File: src/rtl/divu_pkg.sv
// -----------------------------------------------------------------------------
// divu_pkg -- shared definitions for the unsigned restoring divider.
//
// Contents:
//   DIVU_WIDTH       default operand / quotient / remainder width
//   divu_state_e     FSM state encoding (IDLE, RUN, DONE)
//   divu_cnt_width() width of the iteration counter for a given operand width
//   DIVU_CNT_W       counter width for the default operand width
// -----------------------------------------------------------------------------
package divu_pkg;

    localparam int DIVU_WIDTH = 32;

    typedef enum logic [1:0] {
        IDLE = 2'd0,
        RUN  = 2'd1,
        DONE = 2'd2
    } divu_state_e;

    // The counter is loaded with the operand width itself, so it needs
    // one bit more than clog2(width) to represent that value.
    function automatic int divu_cnt_width(input int w);
        return $clog2(w) + 1;
    endfunction

    localparam int DIVU_CNT_W = divu_cnt_width(DIVU_WIDTH);

endpackage : divu_pkg

File: src/rtl/divu.sv
// -----------------------------------------------------------------------------
// divu -- multi-cycle unsigned restoring divider.
//
// A division is started by a one-cycle start request while the divider is in
// IDLE or DONE. The divider then runs one restoring step per clock for WIDTH
// cycles and pulses done for one cycle with the result on q / r.
//
// Ports:
//   clk       in   1      clock, all state changes on the rising edge
//   reset     in   1      synchronous active-high reset
//   start     in   1      request a new division (ignored while busy)
//   dividend  in   WIDTH  unsigned dividend, sampled when start is accepted
//   divisor   in   WIDTH  unsigned divisor, sampled when start is accepted
//   busy      out  1      high while the divider is iterating (state RUN)
//   done      out  1      one-cycle pulse, q / r / div_zero valid from here
//   q         out  WIDTH  quotient of the last completed division
//   r         out  WIDTH  remainder of the last completed division
//   div_zero  out  1      last completed division had a zero divisor
// -----------------------------------------------------------------------------
module divu
    import divu_pkg::*;
#(
    parameter int WIDTH = DIVU_WIDTH
) (
    input  logic             clk,
    input  logic             reset,
    input  logic             start,
    input  logic [WIDTH-1:0] dividend,
    input  logic [WIDTH-1:0] divisor,
    output logic             busy,
    output logic             done,
    output logic [WIDTH-1:0] q,
    output logic [WIDTH-1:0] r,
    output logic             div_zero
);

    localparam int              CNT_W    = divu_cnt_width(WIDTH);
    localparam logic [CNT_W-1:0] CNT_LOAD = CNT_W'(WIDTH);
    localparam logic [CNT_W-1:0] CNT_ONE  = CNT_W'(1);

    // Control state
    divu_state_e      state_q;
    logic [CNT_W-1:0] cnt_q;

    // Datapath: partial remainder, quotient shift register (which starts out
    // holding the dividend), and the captured divisor.
    logic [WIDTH-1:0] rem_q;
    logic [WIDTH-1:0] quo_q;
    logic [WIDTH-1:0] dsr_q;
    logic             dz_pend_q;

    // Registered outputs
    logic             busy_q;
    logic             done_q;
    logic [WIDTH-1:0] q_q;
    logic [WIDTH-1:0] r_q;
    logic             dz_q;

    // One restoring step
    logic [WIDTH:0]   shifted_d;
    logic [WIDTH:0]   trial_d;
    logic [WIDTH-1:0] rem_d;
    logic [WIDTH-1:0] quo_d;

    // The partial remainder is always below the divisor (or, for a zero
    // divisor, below 2^k after k steps), so after the shift it fits in
    // WIDTH+1 bits and a negative trial difference always shows up in bit
    // WIDTH. A single WIDTH+1-bit subtractor is therefore enough, and any
    // kept value (difference or restored remainder) fits back into WIDTH bits.
    always_comb begin
        shifted_d = {rem_q, quo_q[WIDTH-1]};
        trial_d   = shifted_d - {1'b0, dsr_q};
        if (!trial_d[WIDTH]) begin
            rem_d = trial_d[WIDTH-1:0];
            quo_d = {quo_q[WIDTH-2:0], 1'b1};
        end else begin
            rem_d = shifted_d[WIDTH-1:0];
            quo_d = {quo_q[WIDTH-2:0], 1'b0};
        end
    end

    always_ff @(posedge clk) begin
        if (reset) begin
            state_q   <= IDLE;
            cnt_q     <= '0;
            rem_q     <= '0;
            quo_q     <= '0;
            dsr_q     <= '0;
            dz_pend_q <= 1'b0;
            busy_q    <= 1'b0;
            done_q    <= 1'b0;
            q_q       <= '0;
            r_q       <= '0;
            dz_q      <= 1'b0;
        end else begin
            case (state_q)
                IDLE, DONE: begin
                    done_q <= 1'b0;
                    if (start) begin
                        rem_q     <= '0;
                        quo_q     <= dividend;
                        dsr_q     <= divisor;
                        dz_pend_q <= (divisor == '0);
                        cnt_q     <= CNT_LOAD;
                        busy_q    <= 1'b1;
                        state_q   <= RUN;
                    end else begin
                        state_q   <= IDLE;
                    end
                end

                RUN: begin
                    // start is deliberately not looked at here: requests
                    // during a division are dropped.
                    rem_q <= rem_d;
                    quo_q <= quo_d;
                    cnt_q <= cnt_q - CNT_ONE;
                    if (cnt_q == CNT_ONE) begin
                        // Final step: publish the result straight from the
                        // step logic so q/r change only on entry to DONE.
                        busy_q  <= 1'b0;
                        done_q  <= 1'b1;
                        q_q     <= quo_d;
                        r_q     <= rem_d;
                        dz_q    <= dz_pend_q;
                        state_q <= DONE;
                    end
                end

                default: begin
                    busy_q  <= 1'b0;
                    done_q  <= 1'b0;
                    state_q <= IDLE;
                end
            endcase
        end
    end

    assign busy     = busy_q;
    assign done     = done_q;
    assign q        = q_q;
    assign r        = r_q;
    assign div_zero = dz_q;

endmodule : divu

File: config.mk
export PLATFORM = sky130hd
export DESIGN_NAME = divu
export DESIGN_NICKNAME = d
export VERILOG_FILES = /design/src/rtl/divu_pkg.sv /design/src/rtl/divu.sv
export SDC_FILE = /design/constraint.sdc
export NUM_CORES = 1
export LEC_CHECK = 0
export ABC_CLOCK_PERIOD_IN_PS = 6100
export BUFFER_PORTS_ARGS = -buffer_cell sky130_fd_sc_hd__buf_4
export CORE_UTILIZATION = 49
export DETAILED_ROUTE_END_ITERATION = 7
export PLACE_DENSITY = 0.76
export SYNTH_ARGS = -nofsm -noshare
export SYNTH_HDL_FRONTEND = slang
export SYNTH_SLANG_ARGS = --single-unit
File: constraint.sdc
create_clock -name clk -period 6.1 [get_ports clk]
set_input_delay 0 -clock clk [delete_from_list [all_inputs] [get_ports clk]]
set_output_delay 0 -clock clk [all_outputs]
set_load 0.1 [all_outputs]
==> results.toml <==
[routing]
drt_wl_total_mm = 22.23
wl_met1_mm = 9.868
vias_per_cell = 5.569
routed-wl-met3_mm = 1.225
drc = 0
dr.max_layer_used = "met4"
postRouteAntennaNets = 0
vias = 7585
drt-wirelength-per-cell_um = 16.32
detailedRoute.firstIterationViolations = 552
routed-wl-met2_mm = 10.60
drt_pass1_iterations = 5

[synthesis]
ys_ff_latch = 172
synth_unique_cells = 59
synth_area_um2 = 8100
yosysSeqAreaShare_pct = 42.51
syn_area_per_cell_um2 = 8.385
synthesis.nets = 1068
synth-main-ff-cell = "dfxtp_1"
number_of_synthesized_flops_with_an_enable_pin = 0
synthesis.yosys.warnings = 0
synth_cells = 966
ys_async_sr_fraction_pct = 0

[timing]
tightestPinTransition_ns = 1.113
unrepaired_setup_endpoints_after_global_routing = "no"
fin_crit_ns = 3.690
slew_violations = 0
maxSlewHeadroom_pct = 25.70
finalSetupViolCount = 0
finalHoldViolations = 0
worst_clock_skew_ns = 0.01060
final_min_period_over_clock_period_pct = 60.50
timing.setup.tns_ns = 0
fmax_mhz = 271.0

[critical_path]
cpPeakStageDelay_ns = 0.50
cp_data_required_time_ns = 6.45
critical_path_start_type = "flop"
critical_path.endpoint_type = "flop"
arrival_worst_endpoint_ns = 4.04
crit_path_top_delay_cell = "buf_4"
worstSetupPathType = "reg -> reg"
worstPathMaxFanout = 29
critical_path.cell_chain = "inv_1, ha_1, inv_1, fa_1, a211oi_1, o211ai_1, a22oi_1, a211oi_2, nor2_2, xnor2_4, buf_4, mux2_2, a211oi_2"
critical-path-top-delay-family = "compound AO/OA/AOI/OAI gates"
critPathBufInv = 3
rrSetupSlack_ns = 2.41

[place]
finalWeightedCongestion = 0.8841
total_cell_area_at_the_placement_stage_um2 = 9219
post-dp-hpwl_mm = 14.46
count_of_input_and_output_buffers = 133

[die]
fp-row-count = 46
fp.dieArea_um2 = 17050
core-area_um2 = 16000
chipWidth_um = 130.6
io-pin-count = 134
die_height_um = 130.6
start_util_pct = 50.63

[layout]
layout.cells.most_common_list = "nand2_1, dfxtp_1, buf_4"
num-nets-final = 1235
mostFrequentLayoutCell = "nand2_1"
design_area_um2 = 10490
diodes = 0
area_delta_synth_final_pct = 29.50
post_route_cells_drive_above_1_share_pct = 16.93

[grt]
grt_max_degree = 88
grt_total_ovfl = 0
grt_pass1_vias = 7300
number_of_antenna_violations_at_the_first_check_in_global_routing = 0
grt_first_pass_wirelength_mm = 35.63
grt_util_all_layers_pct = 27.00

[clock_network]
cts.clk_slew.worst_paths_ns = 0.07
ctsResizeCount = 0
cts_htree_levels = 4
cts.root.buffer_cell = "clkbuf_16"
clkSinkCount = 172
tritoncts = "built"
cts.path.max_buffers = 2
numCtsBuffers = 17
clock_insertion_delay_worst_skew_ns = 0.44

[power_and_ir_drop]
cellLeakagePower_nw = 4.347
power.density_cell_area_nw_per_um2 = 455.2
irDropWorstVdd_mv = 0.3508

[min_path]
hold_path_class = "in -> reg"

[flow_run]
max-cap-violations = 0

[run_status]
status = "finished, final reports clean"
==> sequential cells by signal, summed over array words and instances, names as in the netlist <==
signal,count
dsr_q,32
q,32
quo_q,32
r,32
rem_q,32
cnt_q,6
state_q,2
busy,1
div_zero,1
done,1
dz_pend_q,1
==> worst reg2reg max path, stage by stage (launching register included) <==
cell and delay (ns):
dfxtp_1 0.32, inv_1 0.08, ha_1 0.16, inv_1 0.05
fa_1 0.42, a211oi_1 0.27, o211ai_1 0.15, a22oi_1 0.36
a211oi_2 0.13, nor2_2 0.22, xnor2_4 0.31, buf_4 0.50
mux2_2 0.42, a211oi_2 0.21
==> logic make-up (layout without fill, tap and decap cells) <==
kind of cell,Yosys count,after routing,share of synthesized area [%]
xor gates and xnor gates,27,27,3.151
muxes,29,29,3.630
and+or+nand+nor,293,293,15.74
buffers and inverters,99,279,4.835
AOI/OAI and AO/OA,311,311,24.64
DFF,172,172,42.51
adders and majority gates,35,35,5.499
==> timing repair <==
action,CTS,global route
hold endpoints to repair,64,0
hold buffers,64,0
setup endpoints to repair,0,0
buffers inserted,0,0
==> per-stage QoR <==
stage	utilization, %	std cells	setup slack (ns)	hold slack [ns]	power, mW
after global routing	65.56	1362	2.137	0.1255	5.055
after detailed placement	57.62	1266	2.438	0.2646	3.564
after CTS	65.56	1362	2.412	0.1053	4.762
final	65.56	1362	2.410	0.1229	4.775
after floorplan	-	966	3.308	0.1360	3.164
after global placement	57.62	1266	2.517	0.2603	3.536
==> cell type report <==
cell class / count / area [um^2]
Sequential cell: 172 / 3443
Tap cell: 216 / 270.3
Multi-Input combinational cell: 695 / 4293
Timing Repair Buffer: 204 / 1692
Inverter: 43 / 161.4
Clock buffer: 17 / 425.4
Fill cell: 1352 / 5510
Clock inverter: 15 / 205.2
==> path summary, 6_finish.rpt <==
| path | from | end | depth (start not counted) |
|---|---|---|---|
| max | quo_q[31]$_SDFFE_PP0P_ | r[30]$_SDFFE_PP0P_ | 13 |
| min | start | dsr_q[0]$_SDFFE_PP0P_ | 4 |
| max reg2reg | quo_q[31]$_SDFFE_PP0P_ | r[30]$_SDFFE_PP0P_ | 13 |
| min reg2reg | r[24]$_SDFFE_PP0P_ | r[24]$_SDFFE_PP0P_ | 2 |
==> power by group <==
group / total, mW / internal [mW] / switching (mW)
Clock: 1.16 / 0.661 / 0.499
Sequential: 1.30 / 1.22 / 0.0799
Combinational: 2.32 / 0.979 / 1.34
Total: 4.77 / 2.86 / 1.92
==> routing by layer <==
metal,track usage (%),vias to the layer above
met5,0,-
met4,11.29,0
met3,6.393,34
met2,45.81,193
met1,32.75,3598
li1,-,3760
==> cell usage after synthesis (all sizes together) (2+ instances only) <==
library cell / number / area (um^2)
xnor2: 17 / 167.7
or4: 2 / 15.01
nor4: 12 / 75.07
a211oi: 11 / 97.60
a31oi: 4 / 25.02
nor2: 32 / 122.6
a2111oi: 3 / 57.56
clkbuf: 42 / 157.7
a221oi: 2 / 17.52
nor3: 4 / 20.02
and2: 4 / 25.02
ha: 34 / 425.4
nand4: 10 / 62.56
dfxtp: 172 / 3443
nand2b: 9 / 56.30
mux2: 3 / 33.78
a2bb2oi: 5 / 43.79
o21ai: 75 / 375.4
inv: 43 / 161.4
a22oi: 34 / 255.2
and3: 4 / 25.02
nand3b: 2 / 15.01
o21a: 3 / 22.52
nand2: 193 / 724.4
nor2b: 4 / 25.02
a21oi: 106 / 530.5
o2111ai: 2 / 17.52
nand3: 10 / 50.05
or2: 4 / 25.02
o211ai: 2 / 15.01
o21bai: 3 / 22.52
xor2: 10 / 87.58
o311ai: 2 / 17.52
buf: 14 / 72.57
a21o: 18 / 135.1
a22o: 33 / 289.0
mux2i: 26 / 260.3
Note: power is estimated with default switching activity, not from simulation.
